**config.mk**
```make
export PLATFORM = sky130hd
export DESIGN_NAME = arbiter_rr_n
export DESIGN_NICKNAME = d
export VERILOG_FILES = /design/src/rtl/arbiter_rr_n.sv
export SDC_FILE = /design/constraint.sdc
export NUM_CORES = 1
export LEC_CHECK = 0
export CORE_ASPECT_RATIO = 1.2
export CORE_MARGIN = 8
export CORE_UTILIZATION = 35
export CTS_CLUSTER_SIZE = 30
export DETAILED_ROUTE_END_ITERATION = 8
export PLACE_DENSITY_LB_ADDON = 0.08
export SYNTH_ARGS = -nofsm -noshare
export SYNTH_HDL_FRONTEND = slang
export SYNTH_SLANG_ARGS = --single-unit
```
**constraint.sdc**
```tcl
create_clock -name clk -period 6.63 [get_ports clk]
set_clock_uncertainty 0.2 [all_clocks]
set_input_delay 0.9945 -clock clk [delete_from_list [all_inputs] [get_ports clk]]
set_output_delay 0.9945 -clock clk [all_outputs]
set_load 0.005 [all_outputs]
```
**src/rtl/arbiter_rr_n.sv**
```systemverilog
// rtl/arbiter_rr_n.sv - N-requester round-robin / fixed-priority arbiter with grant locking and bounded hold
module arbiter_rr_n #(
  parameter int N        = 4,
  parameter int MAX_HOLD = 8,
  localparam int IDW     = $clog2(N)
) (
  input  logic           clk,
  input  logic           rst,
  input  logic [N-1:0]   request,
  input  logic           mode,
  output logic [N-1:0]   grant,
  output logic           grant_valid,
  output logic [IDW-1:0] grant_id
);

  localparam int HW = (MAX_HOLD < 2) ? 1 : $clog2(MAX_HOLD + 1);
  localparam logic [HW-1:0] HOLD_MAX = HW'(MAX_HOLD);

  typedef enum logic {IDLE, BUSY} state_t;

  state_t         state_q, state_d;
  logic [N-1:0]   grant_q, grant_d;
  logic           grant_valid_q, grant_valid_d;
  logic [IDW-1:0] grant_id_q, grant_id_d;
  logic [IDW-1:0] ptr_q, ptr_d;
  logic [HW-1:0]  hold_q, hold_d;

  logic           arb_en;
  logic [N-1:0]   arb_req;
  logic [IDW:0]   arb_res;
  logic [IDW-1:0] arb_win;
  logic           owner_req;
  logic           others_req;

  // Returns {found, winner}; round-robin scans from ptr with wrap, fixed mode scans from index 0.
  function automatic logic [IDW:0] pick(input logic [N-1:0] req, input logic [IDW-1:0] ptr,
                                        input logic fixed);
    logic           found;
    logic [IDW-1:0] win;
    int             idx;
    found = 1'b0;
    win   = '0;
    for (int k = 0; k < N; k++) begin
      idx = fixed ? k : (int'(ptr) + k) % N;
      if (!found && req[idx]) begin
        found = 1'b1;
        win   = IDW'(idx);
      end
    end
    return {found, win};
  endfunction

  // Next-state: decide whether to keep the owner, pre-empt it, or re-arbitrate, then load the winner.
  always_comb begin
    state_d       = state_q;
    grant_d       = grant_q;
    grant_valid_d = grant_valid_q;
    grant_id_d    = grant_id_q;
    ptr_d         = ptr_q;
    hold_d        = hold_q;
    arb_en        = 1'b0;
    arb_req       = request;
    owner_req     = |(request & grant_q);
    others_req    = |(request & ~grant_q);

    case (state_q)
      IDLE: begin
        if (|request) arb_en = 1'b1;
      end
      BUSY: begin
        if (!owner_req) begin
          // Owner released: hand over on this same edge, or fall back to idle.
          arb_en = 1'b1;
        end else if ((MAX_HOLD != 0) && (hold_q == HOLD_MAX)) begin
          if (others_req) begin
            // Hold budget spent with others waiting: exclude the owner from this round.
            arb_en  = 1'b1;
            arb_req = request & ~grant_q;
          end else begin
            hold_d = HW'(1);
          end
        end else if (MAX_HOLD != 0) begin
          hold_d = hold_q + HW'(1);
        end
      end
      default: begin
        state_d = IDLE;
      end
    endcase

    arb_res = pick(arb_req, ptr_q, mode);
    arb_win = arb_res[IDW-1:0];

    if (arb_en) begin
      if (arb_res[IDW]) begin
        state_d       = BUSY;
        grant_valid_d = 1'b1;
        grant_id_d    = arb_win;
        hold_d        = HW'(1);
        ptr_d         = (arb_win == IDW'(N - 1)) ? '0 : arb_win + IDW'(1);
        for (int i = 0; i < N; i++) grant_d[i] = (arb_win == IDW'(i));
      end else begin
        state_d       = IDLE;
        grant_d       = '0;
        grant_valid_d = 1'b0;
        grant_id_d    = '0;
        hold_d        = '0;
      end
    end
  end

  // State and registered outputs; reset drops the grant without waiting for a clock edge.
  always_ff @(posedge clk or negedge rst) begin
    if (!rst) begin
      state_q       <= IDLE;
      grant_q       <= '0;
      grant_valid_q <= 1'b0;
      grant_id_q    <= '0;
      ptr_q         <= '0;
      hold_q        <= '0;
    end else begin
      state_q       <= state_d;
      grant_q       <= grant_d;
      grant_valid_q <= grant_valid_d;
      grant_id_q    <= grant_id_d;
      ptr_q         <= ptr_d;
      hold_q        <= hold_d;
    end
  end

  assign grant       = grant_q;
  assign grant_valid = grant_valid_q;
  assign grant_id    = grant_id_q;

endmodule
```
# Word level (Yosys, flattened, before mapping)
# Index checks and enable logic that the tools add are counted.
dict set report classes {
  add_sub_neg 5
  n_lt_le_gt_ge 4
  n_eq_ne 5
  mux 43
  bitwise 7
  n_reduce_logical 17
}
# operator count
set ops {}
lappend ops {{32-bit by 4-bit < comparator with 1-bit output (second input constant)} 3}
lappend ops {{32-bit 2-to-1 mux} 3}
lappend ops {{4-bit 2-to-1 mux} 10}
lappend ops {{1-bit 2-to-1 mux} 18}
lappend ops {{2-bit 2-to-1 mux} 7}
lappend ops {{4-bit OR reduction} 3}
lappend ops {{4-bit AND} 2}
lappend ops {{1-bit binary-select mux with 2-bit select} 4}
lappend ops {{2-bit OR reduction} 3}
lappend ops {{2-bit by 1-bit adder with 2-bit output (second input constant)} 2}
lappend ops {{2-bit adder (second input constant)} 2}
lappend ops {{4-bit by 1-bit adder with 4-bit output (second input constant)} 1}
lappend ops {{2-bit equality test (second input constant)} 2}
lappend ops {{4-bit equality test (second input constant)} 1}
lappend ops {{4-bit NOT} 1}
lappend ops {{2-bit nonzero test} 2}
lappend ops {{1-bit AND (first input constant)} 3}
lappend ops {{1-bit logical AND} 3}
lappend ops {{1-bit logical NOT} 3}
lappend ops {{2-bit by 3-bit < comparator with 1-bit output (second input constant)} 1}
lappend ops {{3-bit inequality test (second input constant)} 1}
lappend ops {{3-bit AND reduction} 1}
lappend ops {{2-bit by 1-bit equality test with 1-bit output (second input constant)} 1}
lappend ops {{2-bit logical NOT} 1}
lappend ops {{3 further kinds} 3}
dict set report totals {
  regBits 13
  in_bits 7
  out_inout_bits 7
  elab_cells 86
}

# Depth between registers and ports, before layout
# Gate-level depths: netlist of the first run.
dict set report logic_depth {
  depth_word 22
  depth_mapped 11
  depth_no_buf 11
}

# Worst setup path before layout of the first run
# Ideal clock, no wire load.
dict set report synth_path {
  path_type {input -> register}
  start {in request[2]}
  end {reg ptr_q[1]}
  setup_time_ps 125
  t_arrival_ps 2651
  required_ps 6305
  slack_ps 3654
  cell_stages 8
  n_path_buf 0
  cell_sequence {a22o_2 o211ai_4 o21ai_2 nor2_1 a21oi_1 a22oi_2 ha_1 mux2_2}
}
dict set report synth_between {
  elab_chain_len 21
  elab_cells_between_ends 44
  cone_classes {1 x add/sub; 1 x eq/ne; 30 x mux; 2 x bitwise; 10 x reduce/logical}
}
# element line_no
set synth_rtl {}
lappend synth_rtl {{from (decl)} 9} ;# input logic [N-1:0] request,
lappend synth_rtl {{4-bit AND} {64, 78}}
lappend synth_rtl {{4-bit OR reduction} 64} ;# others_req = |(request & ~grant_q);
lappend synth_rtl {{4-bit 2-to-1 mux} 75} ;# if (others_req) begin
lappend synth_rtl {{4-bit 2-to-1 mux} 74} ;# end else if ((MAX_HOLD != 0) && (hold_q == HOLD_MAX)) begin
lappend synth_rtl {{4-bit 2-to-1 mux} 71} ;# if (!owner_req) begin
lappend synth_rtl {{4-bit 2-to-1 mux} 66} ;# case (state_q)
lappend synth_rtl {{1-bit binary-select mux with 2-bit select} 45} ;# if (!found && req[idx]) begin
lappend synth_rtl {{1-bit 2-to-1 mux (not written as such) (2 in series)} 45}
lappend synth_rtl {{[4 not listed]} --}
lappend synth_rtl {{1-bit logical NOT} 45}
lappend synth_rtl {{1-bit logical AND} 45}
lappend synth_rtl {{1-bit 2-to-1 mux} 45}
lappend synth_rtl {{1-bit logical NOT} 45}
lappend synth_rtl {{1-bit logical AND} 45}
lappend synth_rtl {{2-bit 2-to-1 mux} 45}
lappend synth_rtl {{2-bit by 1-bit adder with 2-bit output or 2-bit equality test (tied branches)} 100} ;# ptr_d = (arb_win == IDW'(N - 1)) ? '0 : arb_win + IDW'(1);
lappend synth_rtl {{2-bit 2-to-1 mux} 100}
lappend synth_rtl {{to (signal assigned)} 126} ;# ptr_q <= ptr_d;
lappend synth_rtl {{to (decl)} 25} ;# logic [IDW-1:0] ptr_q, ptr_d;
# Parallel ways exist; a longest one is shown, timed or not. The select of a mux whose other input is x is not followed.
# A chain may end at the register's enable or synchronous reset.

# Worst setup path after layout of the first run
dict set report layout_path {
  start {in request[0]}
  end {reg ptr_q[1]}
}
# The elaborated chain is that of the path after synthesis.

==> results by group, run 1 <==
Logic synthesis
  – Top_reg_cell synth: dfrtp_1
  – Post-synth ARST share: 100.0%
  – Top-count cell post-synth: dfrtp_1
  – Commonest cells post-synth: dfrtp_1 (13), inv_1 (7), nand2_1 (7), nor2_1 (7), o21ai_0 (7)
  – Net Count, Synth: 125
  – #FFs+latches synth: 13
  – Mean Syn Cell Area: 9.473 um^2
  – Unique masters post-synth: 40
  – Yosys warning total: 0
  – Sequential-to-total area share from yosys stat: 30.66%
  – Syn Inst Count: 112
  – Top cell type's share of synthesized area: 30.66%
  – Synth area leaders: dfrtp_1 (31%), ha_1 (7.1%), a22o_2 (4.7%)
  – Post-synth EDFFs: 0
  – Post-synth top area cell: dfrtp_1
  – Post-Synthesis Cell Area: 1061 um^2

Finish
  – Layout cell share with drive strength beyond 1: 18.90%
  – Non-Filler Instances: 163
  – Final core occ: 41.96%
  – # diodes: 0
  – FILL cells: 297
  – Area delta synth->final: 17.57%
  – NumNets Final: 141

CTS
  – TritonCTS clock tree: yes
  – Cts hold-fix bufs: 0
  – Clock sink count: 13
  – Cts repair resizes: 0
  – CTS Buf Count: 3
  – Largest buffer count on any clock path: 2
  – Clk slew on worst S/H paths: 0.09 ns
  – Htree depth: 1
  – Clk_lat worst skew: 0.28 ns
  – Post-CTS setup buffer count: 0
  – Clock Tree Root: clkbuf_4

Critical path
  – Critical Path Source Type: input port
  – CP Data Required Time: 6.60 ns
  – Kind of critical path: input port to flip-flop
  – Delay of the slowest critical-path stage: 0.57 ns
  – Top Family by Delay on Critical Path: compound AO/OA/AOI/OAI gates
  – Endpoint class of the critical path: flip-flop
  – CP arrival: 3.38 ns
  – Crit-path max FO: 6
  – Slowest cell on crit path: clkdlybuf4s50_1
  – CP Cell Sequence: clkdlybuf4s50_1 -> nor2b_1 -> o31ai_1 -> o21a_1 -> o21ai_0 -> a21oi_1 -> o21ai_1 -> inv_1 -> ha_1 -> mux2_2
  – Crit path buf inv count: 2

Place
  – Placed cell count: 159
  – Gpl congestion: 0.8773
  – Port Buf Inserts: 13
  – Post-DP HPWL: 2.018 mm

Timing
  – Actual slew at the worst max-slew pin: 0.6520 ns
  – Max Fclk: 293.1 MHz
  – Slew Viols, Final: 0
  – Setup_tns: 0 ns
  – Max transition margin: 56.39%
  – Tmin final: 3.412 ns
  – Hold_ws: 0.2881 ns
  – Tcrit/Tclk final: 51.46%
  – RSZ-0062 raised after global routing: false
  – Final setup fails: 0
  – Hold Fails Final Rpt: 0

Die
  – Ports: 14
  – Die area: 5057 um^2
  – Core Area: 2973 um^2
  – Initial Utilization: 35.69%
  – Die Height: 76.32 um
  – Die X: 66.26 um
  – FP Rows: 22

Routing
  – Routed wire length on met2: 1.372 mm
  – First-pass iteration count of the detailed router: 4
  – WL/cell: 15.49 um
  – Routed wire length: 2.525 mm
  – Drt first-iter violations: 43
  – M1 WL: 1.052 mm
  – Detail Route Antenna Nets: 0
  – Residual DRC: 0
  – Vias: 893
  – DR top layer: met4
  – Met3 Wirelength: 60 um
  – Routed vias/inst: 5.479

Run status
  – Status: completed

Power
  – Lkg Pwr: 0.5211 nW
  – Pwr per Cell Area: 356.6 nW/um^2
  – VDD IR max: 0.1249 mV

GRT
  – Initial antenna violation count: 0
  – GR Overflow Total: 0
  – First-pass GRT wire length: 4.381 mm
  – Pin count of the biggest net entering global routing: 14
  – Vias in the first global route: 944
  – Tot GR Track Use: 10.94%

Job
  – Max_cap viols: 0

Min path
  – Tightest Hold Check Type: flip-flop to flip-flop
-- worst reg2reg max path, stage by stage (launching register included) --
cell and delay (ns):
dfrtp_1 0.43, inv_1 0.08, ha_1 0.18, and3b_2 0.25
o211ai_4 0.14, o21a_1 0.24, o21ai_0 0.14, a21oi_1 0.09
o21ai_1 0.26, inv_1 0.10, ha_1 0.28, mux2_2 0.26
-- cells in the final DEF (no fill, tap or decap), types with 2 or more instances in the layout --
| cell | count |
|---|---|
| dfrtp_1 | 13 |
| clkdlybuf4s50_1 | 13 |
| nand2_1 | 7 |
| o21ai_0 | 7 |
| inv_1 | 7 |
| nor2_1 | 7 |
| o31ai_1 | 6 |
| ha_1 | 6 |
| a22o_2 | 5 |
| a21oi_1 | 5 |
| mux2i_1 | 5 |
| nor2b_1 | 4 |
| o21ai_2 | 4 |
| o21a_1 | 3 |
| o21ai_1 | 3 |
| a22o_1 | 3 |
| clkbuf_4 | 3 |
| nand3b_1 | 2 |
| mux2_2 | 2 |
-- final timing paths --
check,startpoint,to,slack [ns],cells past startpoint
max,request[0],ptr_q[1],3.22,10
min,hold_q[3],hold_q[3],0.29,1
max reg2reg,hold_q[0],ptr_q[1],3.86,11
min reg2reg,hold_q[3],hold_q[3],0.29,1
max in group asynchronous,rst,ptr_q[0],4.90,1
min in group asynchronous,rst,hold_q[2],0.91,1
-- registers in the layout, indices dropped and copies added (netlist names) --
register     count
grant_valid      1
ptr_q            2
hold_q           4
grant            4
grant_id         2
-- cell type report --
class	instances	area [um^2]	share of cell area, %
clock buffer	4	26.28	2.106
inverter	7	26.28	2.106
multi-input combinational	90	694.4	55.67
sequential	13	325.3	26.08
tap	36	45.04	3.611
timing repair buffer	13	130.1	10.43
-- routing by layer --
layer	GRT usage (%)	vias to the layer above
met5	0	-
met4	5.139	0
met3	2.059	4
met2	19.17	17
met1	11.97	426
li1	-	446
-- power breakdown --
group | switching, mW | leakage, nW | internal [mW]
registers | 0.0386 | 0.160 | 0.110
logic | 0.124 | 0.346 | 0.120
clock network | 0.0289 | 0.0150 | 0.0233
total | 0.191 | 0.521 | 0.254
-- logic make-up after synthesis --
kind of cell	Yosys count	synth area share [%]
AOI/OAI and AO/OA	44	32.43
and+or+nand+nor	31	17.22
DFF	13	30.66
buffers and inverters	9	3.892
muxes	8	7.901
adders and majority gates	6	7.075
xor gates and xnor gates	1	0.8256
-- metrics by stage --
stage	area [um^2]	setup slack (ns)	total power, mW
2_1_floorplan	1061	3.654	0.3197
3_3_place_gp	1221	2.924	0.3960
3_5_place_dp	1221	2.905	0.3981
4_1_cts	1247	3.205	0.4512
5_1_grt	1247	3.060	0.4871
6_report	1247	3.218	0.4448
No activity file was read; power rests on OpenSTA's default activity.
==> run 2: changes to the inputs <==
Clock period 6.63 ns to 3.2 ns, I/O delays scaled along.
==> results by group, run 2 (synthesized netlist as in run 1, its figures left out) <==
Routing
  – Routed vias/inst: 5.617
  – Vias: 938
  – Routed wire length: 2.660 mm
  – First-pass iteration count of the detailed router: 4
  – WL/cell: 15.93 um
  – Residual DRC: 0
  – Detail Route Antenna Nets: 0
  – Drt first-iter violations: 32

Timing
  – Max Fclk: 345.2 MHz
  – Actual slew at the worst max-slew pin: 0.6076 ns
  – Tmin final: 2.897 ns
  – Hold Fails Final Rpt: 0
  – Slew Viols, Final: 0
  – RSZ-0062 raised after global routing: false
  – Final setup fails: 0
  – Max transition margin: 59.37%
  – Tcrit/Tclk final: 90.53%
  – Hold_ws: 0.2881 ns
  – Setup_tns: 0 ns

Die
  – Core Area: 2973 um^2
  – Die Height: 76.32 um
  – Die X: 66.26 um
  – Ports: 14
  – FP Rows: 22
  – Die area: 5057 um^2
  – Initial Utilization: 35.69%

Critical path
  – Top Family by Delay on Critical Path: compound AO/OA/AOI/OAI gates
  – Slowest cell on crit path: clkdlybuf4s50_1
  – CP Cell Sequence: clkdlybuf4s50_1 -> a22o_2 -> o211ai_4 -> o21ai_2 -> nor2_1 -> a21oi_1 -> a22oi_2 -> ha_1 -> mux2_2
  – CP arrival: 2.86 ns
  – CP Data Required Time: 3.16 ns
  – Endpoint class of the critical path: flip-flop
  – Critical Path Source Type: input port
  – Crit path buf inv count: 1
  – Crit-path max FO: 8
  – Delay of the slowest critical-path stage: 0.51 ns
  – Kind of critical path: input port to flip-flop

CTS
  – Clock sink count: 13
  – Cts hold-fix bufs: 0
  – Cts repair resizes: 0
  – Clock Tree Root: clkbuf_4
  – Clk slew on worst S/H paths: 0.08 ns
  – TritonCTS clock tree: yes
  – Post-CTS setup buffer count: 0
  – Htree depth: 1
  – Largest buffer count on any clock path: 2
  – Clk_lat worst skew: 0.28 ns
  – CTS Buf Count: 3

Power
  – VDD IR max: 0.4068 mV
  – Lkg Pwr: 0.5425 nW
  – Pwr per Cell Area: 738.3 nW/um^2
  – Overall Power: 0.9441 mW

Finish
  – Non-Filler Instances: 167
  – Layout cell share with drive strength beyond 1: 22.14%
  – Design Area, Final: 1279 um^2
  – Most frequent cells in the layout: dfrtp_1 (13), clkdlybuf4s50_1 (13)
  – NumNets Final: 145
  – # diodes: 0
  – Area delta synth->final: 20.52%

GRT
  – Pin count of the biggest net entering global routing: 14
  – Initial antenna violation count: 0
  – Vias in the first global route: 973
  – First-pass GRT wire length: 4.726 mm
  – Tot GR Track Use: 11.58%
  – GR Overflow Total: 0

Place
  – Post-DP HPWL: 2.100 mm
  – Gpl congestion: 0.8513
  – Placed Instance Area: 1251 um^2
  – Placed cell count: 163
  – Port Buf Inserts: 13

Min path
  – Tightest Hold Check Type: flip-flop to flip-flop

Run status
  – Status: completed

Job
  – Max_cap viols: 0
==> run 2: path summary, 6_finish.rpt <==
kind	from	to	slack, ns	depth (start not counted)
worst max-delay path	request[3]	ptr_q[1]	0.30	9
worst min-delay path	grant_id[1]	grant_id[1]	0.29	2
worst max register to register	hold_q[0]	ptr_q[1]	0.46	10
worst min register to register	grant_id[1]	grant_id[1]	0.29	2
max in group asynchronous	rst	ptr_q[0]	2.02	1
min in group asynchronous	rst	grant_valid	0.37	1
==> run 2: power breakdown <==
| part | switching, mW | internal (mW) | total [mW] |
|---|---|---|---|
| Combinational | 0.264 | 0.264 | 0.529 |
| Clock | 0.0589 | 0.0463 | 0.105 |
| Sequential | 0.0826 | 0.228 | 0.310 |
==> run 2: layout make-up <==
class / instances / area (um^2)
fill: 306 / 1694
multi-input combinational: 90 / 694.4
sequential: 13 / 325.3
timing repair buffer: 17 / 160.2
tap: 36 / 45.04
inverter: 7 / 26.28
clock buffer: 3 / 22.52
clock inverter: 1 / 5.005
==> run 2: tightest hold or removal path, stage by stage (launching register included) <==
cell     delay (ns)
dfrtp_1        0.35
nand2_1        0.05
o31ai_1        0.05
==> run 2: stage by stage <==
stage,util [%],setup slack [ns]
2_1_floorplan,-,0.6890
3_3_place_gp,42.09,0.05391
3_5_place_dp,42.09,-0.002078
4_1_cts,43.01,0.2981
5_1_grt,43.01,0.1120
6_report,43.01,0.3031
==> run 2: layer usage <==
| layer | GRT usage (%) | vias up | wire length (um) |
|---|---|---|---|
| li1 | - | 455 | - |
| met1 | 13.28 | 467 | 1120 |
| met2 | 20.43 | 14 | 1433 |
| met3 | 2.059 | 2 | 70 |
| met4 | 3.854 | 0 | 36 |
| met5 | 0 | - | 0 |
